File: config.mk
export PLATFORM = sky130hd
export DESIGN_NAME = wb_port_arbiter
export DESIGN_NICKNAME = d
export VERILOG_FILES = /design/src/rtl/wb_port_arbiter_pkg.sv /design/src/rtl/wb_port_arbiter_picker.sv /design/src/rtl/wb_port_arbiter_reg.sv /design/src/rtl/wb_port_arbiter.sv
export SDC_FILE = /design/constraint.sdc
export NUM_CORES = 1
export LEC_CHECK = 0
export CAP_MARGIN = 5
export CELL_PAD_IN_SITES_DETAIL_PLACEMENT = 0
export CELL_PAD_IN_SITES_GLOBAL_PLACEMENT = 1
export CORE_AREA = 10 10 110 211
export DETAILED_ROUTE_END_ITERATION = 12
export DIE_AREA = 0 0 120 221
export PLACE_DENSITY = 0.86
export SYNTH_ARGS = -nofsm -noshare
export SYNTH_HDL_FRONTEND = slang
export SYNTH_SLANG_ARGS = --single-unit
File: constraint.sdc
create_clock -name clk -period 2.25 [get_ports clk]
set_input_delay 0.3375 -clock clk [delete_from_list [all_inputs] [get_ports clk]]
set_output_delay 0.3375 -clock clk [all_outputs]
set_load 0.005 [all_outputs]
File: src/rtl/wb_port_arbiter_pkg.sv
// rtl/wb_port_arbiter_pkg.sv - shared widths and requester indices for the writeback port arbiter
//
// Purpose: common constants for the writeback path between the execute/memory
//          units and the int/fp register files.
// Contents: DATA_WIDTH, REG_ADDR_WIDTH, WB_NREQ, requester index constants.
package wb_port_arbiter_pkg;

  localparam int DATA_WIDTH     = 64;
  localparam int REG_ADDR_WIDTH = 5;
  localparam int WB_NREQ        = 3;

  // Requester slots on the arbiter input vectors.
  localparam int WB_INT = 0;
  localparam int WB_FPU = 1;
  localparam int WB_LSU = 2;

endpackage

File: src/rtl/wb_port_arbiter_picker.sv
// rtl/wb_port_arbiter_picker.sv - combinational round-robin priority picker
//
// Purpose: picks the first valid requester scanning ptr, ptr+1, ... mod NReq.
// Ports:
//   valid_i  in  NReq  request vector
//   ptr_i    in  IdxW  highest-priority slot this cycle
//   grant_o  out NReq  one-hot grant (all zero when nothing valid)
//   idx_o    out IdxW  binary index of the granted slot
//   any_o    out 1     at least one request valid
module rr_priority_picker #(
  parameter int NReq = 3,
  parameter int IdxW = 2
) (
  input  logic [NReq-1:0] valid_i,
  input  logic [IdxW-1:0] ptr_i,
  output logic [NReq-1:0] grant_o,
  output logic [IdxW-1:0] idx_o,
  output logic            any_o
);

  int              pos;
  logic [IdxW-1:0] slot;

  // Scan offsets from farthest to nearest so the slot closest to ptr is the
  // last one written and therefore wins.
  always_comb begin
    grant_o = '0;
    idx_o   = '0;
    any_o   = 1'b0;
    pos     = 0;
    slot    = '0;
    for (int k = NReq - 1; k >= 0; k--) begin
      pos = int'(ptr_i) + k;
      if (pos >= NReq) pos = pos - NReq;
      slot = IdxW'(pos);
      if (valid_i[slot]) begin
        grant_o       = '0;
        grant_o[slot] = 1'b1;
        idx_o         = slot;
        any_o         = 1'b1;
      end
    end
  end

endmodule

File: src/rtl/wb_port_arbiter_reg.sv
// rtl/wb_port_arbiter_reg.sv - load-enabled register with synchronous active-high clear
//
// Purpose: generic storage element used for every flop in the arbiter.
// Ports:
//   clk_i   in  1  clock
//   reset_i in  1  synchronous active-high clear, overrides load
//   load_i  in  1  capture d_i when high
//   d_i     in  W  next value
//   q_o     out W  stored value
module wb_port_arbiter_reg #(
  parameter int W = 1
) (
  input  logic         clk_i,
  input  logic         reset_i,
  input  logic         load_i,
  input  logic [W-1:0] d_i,
  output logic [W-1:0] q_o
);

  always_ff @(posedge clk_i) begin
    if (reset_i) begin
      q_o <= '0;
    end else if (load_i) begin
      q_o <= d_i;
    end
  end

endmodule

File: src/rtl/wb_port_arbiter.sv
// rtl/wb_port_arbiter.sv - round-robin arbiter for the shared register-file write port
//
// Purpose: grants one writeback producer per cycle (int pipe, FPU, load unit),
//          captures the winner into an output stage driving the register file
//          one cycle later.
// Ports:
//   clk, reset               clock, synchronous active-high reset
//   req_valid_i/req_ready_o  per-requester handshake, ready is one-hot
//   req_fp_i/addr_i/data_i   per-requester write target and payload
//   wr_load_o/fp_o/addr_o/data_o  register-file write port
//   grant_id_o               requester held in the output stage
module wb_port_arbiter
  import wb_port_arbiter_pkg::*;
#(
  parameter int NReq      = WB_NREQ,
  parameter int DataWidth = DATA_WIDTH,
  parameter int AddrWidth = REG_ADDR_WIDTH,
  localparam int IdxW     = $clog2(NReq)
) (
  input  logic                      clk,
  input  logic                      reset,
  input  logic [NReq-1:0]           req_valid_i,
  output logic [NReq-1:0]           req_ready_o,
  input  logic [NReq-1:0]           req_fp_i,
  input  logic [NReq*AddrWidth-1:0] req_addr_i,
  input  logic [NReq*DataWidth-1:0] req_data_i,
  output logic                      wr_load_o,
  output logic                      wr_fp_o,
  output logic [AddrWidth-1:0]      wr_addr_o,
  output logic [DataWidth-1:0]      wr_data_o,
  output logic [IdxW-1:0]           grant_id_o
);

  logic [NReq-1:0]      grant;
  logic [IdxW-1:0]      g_idx;
  logic                 any_valid;
  logic                 hs;
  logic                 sel_fp;
  logic [AddrWidth-1:0] sel_addr;
  logic [DataWidth-1:0] sel_data;

  logic [IdxW-1:0]      ptr_q, ptr_d;
  logic                 load_q, load_d;
  logic                 fp_q, fp_d;
  logic [AddrWidth-1:0] addr_q, addr_d;
  logic [DataWidth-1:0] data_q, data_d;
  logic [IdxW-1:0]      gid_q, gid_d;

  rr_priority_picker #(
    .NReq (NReq),
    .IdxW (IdxW)
  ) u_picker (
    .valid_i (req_valid_i),
    .ptr_i   (ptr_q),
    .grant_o (grant),
    .idx_o   (g_idx),
    .any_o   (any_valid)
  );

  // Reset masks ready so a requester never sees a handshake that the
  // registers are about to discard.
  assign req_ready_o = reset ? '0 : grant;
  assign hs          = any_valid & ~reset;

  assign sel_fp   = req_fp_i[g_idx];
  assign sel_addr = req_addr_i[g_idx*AddrWidth +: AddrWidth];
  assign sel_data = req_data_i[g_idx*DataWidth +: DataWidth];

  always_comb begin
    ptr_d  = ptr_q;
    load_d = 1'b0;
    fp_d   = fp_q;
    addr_d = addr_q;
    data_d = data_q;
    gid_d  = gid_q;
    if (hs) begin
      ptr_d  = (g_idx == IdxW'(NReq - 1)) ? '0 : g_idx + 1'b1;
      // Integer x0 is hardwired zero: accept the request but suppress the write.
      load_d = sel_fp | (sel_addr != '0);
      fp_d   = sel_fp;
      addr_d = sel_addr;
      data_d = sel_data;
      gid_d  = g_idx;
    end
  end

  wb_port_arbiter_reg #(.W(IdxW)) u_ptr (
    .clk_i(clk), .reset_i(reset), .load_i(1'b1), .d_i(ptr_d), .q_o(ptr_q));
  wb_port_arbiter_reg #(.W(1)) u_load (
    .clk_i(clk), .reset_i(reset), .load_i(1'b1), .d_i(load_d), .q_o(load_q));
  wb_port_arbiter_reg #(.W(1)) u_fp (
    .clk_i(clk), .reset_i(reset), .load_i(1'b1), .d_i(fp_d), .q_o(fp_q));
  wb_port_arbiter_reg #(.W(AddrWidth)) u_addr (
    .clk_i(clk), .reset_i(reset), .load_i(1'b1), .d_i(addr_d), .q_o(addr_q));
  wb_port_arbiter_reg #(.W(DataWidth)) u_data (
    .clk_i(clk), .reset_i(reset), .load_i(1'b1), .d_i(data_d), .q_o(data_q));
  wb_port_arbiter_reg #(.W(IdxW)) u_gid (
    .clk_i(clk), .reset_i(reset), .load_i(1'b1), .d_i(gid_d), .q_o(gid_q));

  assign wr_load_o  = load_q;
  assign wr_fp_o    = fp_q;
  assign wr_addr_o  = addr_q;
  assign wr_data_o  = data_q;
  assign grant_id_o = gid_q;

endmodule

* Word level (Yosys, flattened, before mapping)
Index checks and enable logic that the tools add are counted.
W data, S select, Z words.
** Cells by class
- Shift-type cells :: 2
- Reductions and logical operators :: 5
- Multipliers :: 1
- Equal/unequal tests :: 1
- Order comparisons :: 10
- $add $sub $neg :: 6
- Bitwise operators :: 4
- Mux-type cells :: 28
** Operators with widths (count)
- $shiftx A192 B9 Y64 :: 1
- $shiftx A15 B6 Y5 :: 1
- $mux W2 :: 7
- $lt A2 B3 Y1 const B :: 4
- $mux W3 :: 4
- $mux W1 :: 10
- $bmux W1 S2 :: 4
- $demux W1 S2 :: 3
- $ge A2 B1 Y1 const B :: 3
- $ge A3 B2 Y1 const B :: 2
- $mul A2 B3 Y5 const B :: 1
- $reduce_bool A5 Y1 :: 1
- $sub A2 B1 Y2 const B :: 2
- $add A2 B1 Y3 const B :: 1
- $add A2 B2 Y3 const B :: 1
- $logic_and A1 B1 Y1 :: 3
- $add A2 B1 Y2 const B :: 1
- $eq A2 B2 Y1 const B :: 1
- $ge A2 B2 Y1 const B :: 1
- $not A1 Y1 :: 2
- $reduce_or A2 Y1 :: 1
- $sub A2 B2 Y2 const B :: 1
- $and A1 B1 Y1 :: 1
- $or A1 B1 Y1 :: 1
** Word-level totals
- Output and inout port bits :: 76
- Logic and storage cells :: 63
- Register bits :: 75
- Input port bits :: 215

* Logic depth before layout (Yosys ltp)
Gate-level depths: netlist of the first run.
- Depth in word-level cells :: 12
- Depth in mapped cells :: 11
- Depth with buffers taken out :: 8

* Hierarchy
From an unflattened synthesis of the first run, not the netlist that was laid out.
** Second synthesis, totals
- Cell total of the unflattened synthesis :: 674
- Area total of the unflattened synthesis :: 5257.5 µm²
** Modules (own cells, without submodules)
- wb_port_arbiter :: sequential area each 0.0 µm², cells each 395, area an instance 2296.0 µm², times used 1
- wb_port_arbiter_reg (u_data) :: sequential area each 1281.2 µm², cells each 206, area an instance 2290.9 µm², times used 1
- rr_priority_picker :: sequential area each 0.0 µm², cells each 39, area an instance 287.8 µm², times used 1
- wb_port_arbiter_reg (u_addr) :: sequential area each 100.1 µm², cells each 16, area an instance 180.2 µm², times used 1
- wb_port_arbiter_reg (u_gid ...) :: sequential area each 40.0 µm², cells each 6, area an instance 67.6 µm², times used 2
- wb_port_arbiter_reg (u_fp ...) :: sequential area each 20.0 µm², cells each 3, area an instance 33.8 µm², times used 2

* Least setup slack after synthesis of the first run
No wires, ideal clock.
- Kind :: reg2reg
- From :: register u_ptr.q_o[1]
- To :: register u_load.q_o
- Path buffers :: 2
- Path slack :: -158 ps
- Library setup time :: 133 ps
- Arrival :: 2275 ps
- Required time :: 2117 ps
- Clock period less this slack :: 2408 ps
- Stages on the path, launching flop included :: 11
- Cell sequence :: dfxtp_1 inv_1 ha_1 buf_2 or3b_1 a221oi_2 a41oi_2 buf_6 or3_1 a32oi_1 a211oi_2
** On the way
- Longest elaborated chain between the ends :: 12
- Elaborated cells between the ends (all ways) :: 32
- Those cells by class :: 5 x add/sub; 1 x mul; 3 x order compare; 1 x shift; 17 x mux; 3 x bitwise; 2 x reduce/logical
** Ends and longest elaborated chain
- start, declared :: RTL line wb_port_arbiter_reg.sv:17 : output logic [W-1:0] q_o
- start signal, assigned :: RTL line wb_port_arbiter_reg.sv:24 : q_o <= d_i;
- $add A2 B2 Y3 :: RTL line wb_port_arbiter_picker.sv:33 : pos = int'(ptr_i) + k;
- $ge A3 B2 Y1 / $sub A2 B1 Y2 (equally long branches) :: RTL line wb_port_arbiter_picker.sv:34 : if (pos >= NReq) pos = pos - NReq;
- $mux W2 :: RTL line wb_port_arbiter_picker.sv:34
- $bmux W1 S2 :: RTL line wb_port_arbiter_picker.sv:36 : if (valid_i[slot]) begin
- $mux W1 (not written as such) :: RTL line wb_port_arbiter_picker.sv:36
- $mux W2 (3 in series) :: RTL line wb_port_arbiter_picker.sv:36
- $mul A2 B3 Y5 :: RTL line wb_port_arbiter.sv:66 : assign sel_addr = req_addr_i[g_idx*AddrWidth +: AddrWidth];
- $shiftx A15 B6 Y5 :: RTL line wb_port_arbiter.sv:66
- $reduce_bool A5 Y1 :: RTL line wb_port_arbiter.sv:79 : load_d = sel_fp | (sel_addr != '0);
- $or A1 B1 Y1 :: RTL line wb_port_arbiter.sv:79
- end signal, assigned :: RTL line wb_port_arbiter_reg.sv:24
- end, declared :: RTL line wb_port_arbiter_reg.sv:17
Parallel ways exist; a longest one is shown, timed or not. The select of a mux whose other input is x is not followed.
A chain may end at the register's enable or synchronous reset.

* Worst setup path in the final report of the first run
- From :: register u_ptr.q_o[0]
- To :: register u_data.q_o[57]
** On the way
- Longest elaborated chain between the ends :: 9
- Elaborated cells between the ends (all ways) :: 25
- Those cells by class :: 5 x add/sub; 3 x order compare; 1 x shift; 15 x mux; 1 x bitwise
** Ends and longest elaborated chain (RTL line)
- $add A2 B2 Y3 :: wb_port_arbiter_picker.sv:33
- $ge A3 B2 Y1 / $sub A2 B1 Y2 (equally long branches) :: wb_port_arbiter_picker.sv:34
- $mux W2 :: wb_port_arbiter_picker.sv:34
- $bmux W1 S2 :: wb_port_arbiter_picker.sv:36
- $mux W1 (not written as such) :: wb_port_arbiter_picker.sv:36
- $mux W2 / $mux W1 (equally long branches) (3 in series) :: wb_port_arbiter_picker.sv:36
- $shiftx A192 B9 Y64 / $and A1 B1 Y1 (equally long branches) :: wb_port_arbiter.sv:67, wb_port_arbiter.sv:63
- end signal, assigned :: wb_port_arbiter_reg.sv:24
- end, declared :: wb_port_arbiter_reg.sv:17
Parallel ways exist; a longest one is shown, timed or not. The select of a mux whose other input is x is not followed.

==> out/results.ini, run 1 <==
[run_status]
run_status = finished, violations left
violations = negative setup slack

[floorplanning]
core_um2 = 19800
boundaryPins = 291
dieArea_um2 = 26500
rows = 73
die_x_um = 120
die_y_um = 221
start_util = 0.216

[synth]
synth_top_flop_cell = dfxtp_1
synth-seq-cells = 75
ys_types = 35
avgSynthCellArea_um2 = 8.36
synthTopCellsByCount = a21oi_1, dfxtp_1, nand2_1, nor2_1, mux2i_1
seq_area_frac_synth = 0.350
syn_inst = 513
syn_area_um2 = 4290
ys_top_cells_by_area = dfxtp_1, mux2i_1, a21oi_1
yosysTopAreaCellShare = 0.350
ys_async_sr_fraction = 0
yosysWarningCount = 0
synth_edf_count = 0
yosysTopAreaCell = dfxtp_1
syn-num-nets = 731

[route]
postRouteAntennaNets = 0
routed_wirelength_um = 22900
first_pass_iters = 4
wl_per_cell_um = 20.4
vias = 5265
detailedRoute.firstIterationViolations = 192
vias_per_cell = 4.68
drc_errors = 0

[sta]
finalHoldViolations = 0
max_slew_margin = 0.623
slew_violations = 0
fin_ws_ps = -261
rsz0062_at_grt = yes
finalSetupViolCount = 75
min_period_ps = 2510
finalCritPeriodShare = 1.12
worst_pin_slew_ps = 560
setup_tns_ps = -13350
hold_slack_ps = 448
fin_worst_skew_ps = 8.49
max_freq_mhz = 398

[grt]
grt_overflow = 0
first_global_vias = 5417
grt_first_pass_wirelength_um = 32500
track_usage = 0.157
antenna_found_initial = 1
grt_max_degree = 39

[setup_path]
slowest_stage = or3b_4
path_cells = inv_4 > ha_4 > or3b_4 > a221oi_4 > a41oi_4 > buf_12 > clkbuf_16 > mux2_1 > nand2_1 > a21oi_1
cpPeakStageDelay_ps = 400
path_delay_family = simple AND/OR/NAND/NOR gates
cp_max_fo = 9
worstSetupEndpointType = flip-flop
critPathBufInv = 3
path_class = flip-flop to flip-flop
critPathArrivalTime_ps = 2710
crit_path_start_kind = flip-flop
worst_ep_required_time_ps = 2450

[finish]
n_fill_cell = 1944
multi_input_area_um2 = 2880
n_antenna_cell = 0
drive_above_1_share = 0.217
area_growth_pct = 110
nets = 1075
ff_latch_area_um2 = 1510

[cts]
cts_root_buf = clkbuf_16
clock_sinks = 75
clkSlewWorstSetupHoldPaths_ps = 60
clk_path_buf_depth = 2
cts_tree = built
clk_latency_ps = 340
htreeDepth = 3
cts_hold_buffers = 0
numCtsBuffers = 9

[run]
drv_cap = 0

[hold_path]
hp-class = flip-flop to flip-flop

[placed_design]
place_ws_ps = -533
port_buffers = 290
place_congestion = 0.832
place_hpwl_um = 16900

[power]
p_per_area_nw_per_um2 = 1300
leakagePower_nw = 3.78
ir_drop_mv = 0.524

sequential cells by signal, summed over array words and instances (netlist names):
name,cells
u_ptr.q_o,2
u_fp.q_o,1
u_data.q_o,64
u_load.q_o,1
u_gid.q_o,2
u_addr.q_o,5
power by group:
group	internal [W]	switching (W)
logic	0.00447	0.00340
registers	0.00194	0.000329
clock network	0.000947	0.000602
logic make-up after synthesis:
logic type	count (synthesis)	synth area share
compound gates	164	0.260
simple gates	142	0.133
mux	78	0.192
flops	75	0.350
buf+inv	51	0.0572
fa+ha+maj	3	0.00875
per-layer routing:
metal	part of all wire	GRT usage	vias up
met5	0.00048	0	-
met4	0.025	0.0534	2
met3	0.061	0.0446	32
met2	0.55	0.301	195
met1	0.36	0.153	2500
li1	-	-	2536
worst paths after layout:
check / start / to / slack, ps / cells past startpoint
setup reg to reg: u_ptr.q_o[0] / u_data.q_o[57] / -260 / 10
hold reg to reg: u_data.q_o[5] / u_data.q_o[5] / 450 / 2
hold / removal: u_data.q_o[5] / u_data.q_o[5] / 450 / 2
setup / recovery: u_ptr.q_o[0] / u_data.q_o[57] / -260 / 10
metrics by stage:
step	instance area, um^2	std cells	util	total power (W)
final	9010	1124	0.455	0.0117
after global routing	9010	1124	0.455	0.0124
after CTS	8560	1107	0.432	0.0109
after detailed placement	7900	1079	0.399	0.00859
after global placement	7900	1079	0.399	0.00854
after floorplan	4340	513	-	0.00531
final cells by class:
cell class | count | area share
timing repair buffer | 380 | 0.439
clock buffer | 12 | 0.0296
sequential | 75 | 0.167
tap | 262 | 0.0364
inverter | 4 | 0.00194
multi-input combinational | 387 | 0.320
clock inverter | 4 | 0.00527
worst min-delay path, stage by stage (launching register included):
cell and delay [ps]:
dfxtp_1 310, nand2_1 50, a21oi_1 50
placed cells by master (no fill, tap or decap), drive strengths merged, types with 3 or more instances in the layout:
master and count:
o21ai 4, a21oi 75, ha 3, mux2 33, dfxtp 75, nand2 75, buf 88, clkbuf 18
nor2 56, a22oi 34, mux2i 45, a32oi 3, nand2b 4, a211o 37, clkdlybuf4s50 284, inv 4
timing repair:
action | 4_1_cts | 5_1_grt
setup endpoints to repair | 77 | 78
gates resized for setup | 66 | 56
cloned | 3 | 6
setup buffers | 9 | 12
pin swaps | 42 | 17
No activity file was read; power rests on OpenSTA's default activity.
==> inputs of run 2 (changes only) <==
ABC_CLOCK_PERIOD_IN_PS = 2250   (was default)
==> results of run 2 <==
No change in the layout: final DEF, timing and power equal those of run 1.
==> inputs of run 3 (changes only) <==
ABC_CLOCK_PERIOD_IN_PS = 2560   (was 2250)
CORE_AREA = 10 10 106 203   (was 10 10 110 211)
CTS_CLUSTER_DIAMETER = 100   (was default)
DIE_AREA = 0 0 116 213   (was 0 0 120 221)
PLACE_DENSITY = 0.89   (was 0.86)
clock period = 2.56 ns   (was 2.25 ns; I/O delays follow)
==> run 3 against run 2 <==
Against the previous run:
- the flow now finishes without violations
- register-to-register slack better by 260 ps
- combinational power shrank 19%
- worst setup slack improved by 260 ps
- power decreased by 16%
- hold slack got worse by 140 ps
- cell count decreased by 6.3%
- utilization is 1.6 points higher
- clock power decreased by 8%
==> out/results.ini, run 3 (same netlist as run 1, synthesis figures left out) <==
[cts]
cts_tree = built
clk_latency_ps = 350
clkSlewWorstSetupHoldPaths_ps = 60
htreeDepth = 3
cts_hold_buffers = 0
clock_sinks = 75
clk_path_buf_depth = 2
numCtsBuffers = 9
cts_root_buf = clkbuf_16

[setup_path]
critPathArrivalTime_ps = 2760
slowest_stage = or3b_4
worst_ep_required_time_ps = 2760
crit_path_start_kind = flip-flop
path_cells = buf_6 > ha_4 > or3b_4 > a221oi_4 > a41oi_4 > buf_12 > clkbuf_16 > mux2_1 > nand2_1 > a21oi_1
worstSetupEndpointType = flip-flop
r2r_setup_slack_ps = 0.9
cpPeakStageDelay_ps = 400
timing.rr.start = u_ptr.q_o[1]
path_class = flip-flop to flip-flop
startpoint = u_ptr.q_o[1]
crit_end = u_data.q_o[56]
r2r_cells = 10
cp_max_fo = 12
r2r-end = u_data.q_o[56]

[sta]
finalCritPeriodShare = 1.00
finalSetupViolCount = 0
worst_pin_slew_ps = 726
hold_slack_ps = 306
max_slew_margin = 0.516
setup_tns_ps = 0
finalHoldViolations = 0
slew_violations = 0
min_period_ps = 2560
max_freq_mhz = 391
rsz0062_at_grt = yes
fin_worst_skew_ps = 4.23

[power]
p_int_w = 0.00614
switching_share = 0.376
p_switching_w = 0.00369
clockPowerShare = 0.146
p_per_area_nw_per_um2 = 1150
ir_drop_mv = 0.367
leakagePower_nw = 3.60
combPwrFrac = 0.652
seq_power_share = 0.202

[grt]
grt_overflow = 0
grt_first_pass_wirelength_um = 29900
first_global_vias = 5067
grt_max_degree = 56
track_usage = 0.160
antenna_found_initial = 1

[finish]
most-common-layout-cells = clkdlybuf4s50_1, dfxtp_1, a21oi_1
nets = 1050
n_antenna_cell = 0
fin_util = 0.470
largest_reg_flops = 64
fin_cells = 1053
largestRegisters = u_data.q_o: 64 flops, u_addr.q_o: 5 flops
top_register = u_data.q_o
drive_above_1_share = 0.172
n_fill_cell = 1764
layout_commonest_cell = clkdlybuf4s50_1
area_growth_pct = 99.7

[route]
vias_per_cell = 4.83
drc_errors = 0
vias = 5088
detailedRoute.firstIterationViolations = 257
met3_length_um = 1510
wl_met1_um = 7920
wl_per_cell_um = 21.5
wl_met2_um = 12600
first_pass_iters = 4
postRouteAntennaNets = 0
routed_wirelength_um = 22700
top_layer_used = met5

[floorplanning]
dieArea_um2 = 24700
core_um2 = 18200
start_util = 0.236
die_y_um = 213
rows = 70
boundaryPins = 291
die_x_um = 116

[placed_design]
port_buffers = 290
place_hpwl_um = 16400
place_inst = 1022
place_congestion = 0.842

[hold_path]
hp-class = input pin to flip-flop

[run_status]
run_status = completed

[run]
drv_cap = 0

-- run 3: area by class of cell --
| class | count | area (um^2) | area share |
|---|---|---|---|
| Multi-Input combinational cell | 387 | 2790 | 0.326 |
| Sequential cell | 75 | 1510 | 0.176 |
| Timing Repair Buffer | 355 | 3650 | 0.426 |
| Clock inverter | 4 | 72.6 | 0.00847 |
| Tap cell | 216 | 270 | 0.0315 |
| Inverter | 4 | 17.5 | 0.00204 |
| Clock buffer | 12 | 256 | 0.0299 |
-- run 3: worst max-delay path, delay by kind of cell (launching register included) --
kind / cells / cell delay, ps
muxes: 1 / 310
AOI/OAI and AO/OA: 3 / 470
adders and majority gates: 1 / 280
DFF: 1 / 360
buffers and inverters: 3 / 520
and+or+nand+nor: 2 / 470
-- run 3: timing repair --
item / 4_1_cts / 5_1_grt
buffers inserted: 2 / 6
resized for setup: 22 / 64
cloned: 0 / 8
setup endpoints to repair: 63 / 75
pin swaps: 6 / 16
-- run 3: how the worst min path moves through the flow --
stage	to	start	depth (start not counted)	slack, ps
finish	u_ptr.q_o[1]	reset	2	310
global route	u_ptr.q_o[1]	reset	2	320
CTS	u_ptr.q_o[1]	reset	2	310
detailed placement	u_data.q_o[44]	u_data.q_o[44]	2	450
global placement	u_data.q_o[29]	u_data.q_o[29]	2	440
floorplan	u_addr.q_o[0]	u_addr.q_o[0]	2	450
-- run 3: metrics by stage --
stage               setup WS (ps)  total power [W]  cell area, um^2
finish                      0.923          0.00983             8570
global route                -63.7           0.0104             8570
CTS                          6.95          0.00897             8130
detailed placement           -217          0.00741             7740
global placement             -253          0.00737             7740
floorplan                     152          0.00459             4290
-- run 3: power groups by stage --
stage / registers, W / clock network (W) / logic (W)
final: 0.00199 / 0.00143 / 0.00641
after global placement: 0.00198 / 0 / 0.00539
after CTS: 0.00199 / 0.00148 / 0.00551
after floorplan: 0.00202 / 0 / 0.00257
after global routing: 0.00206 / 0.00150 / 0.00686
after detailed placement: 0.00199 / 0 / 0.00542
-- run 3: routing by layer --
layer,vias to the layer above,GRT usage
met5,-,0
met4,2,0.0698
met3,25,0.0413
met2,184,0.302
met1,2392,0.156
li1,2485,-
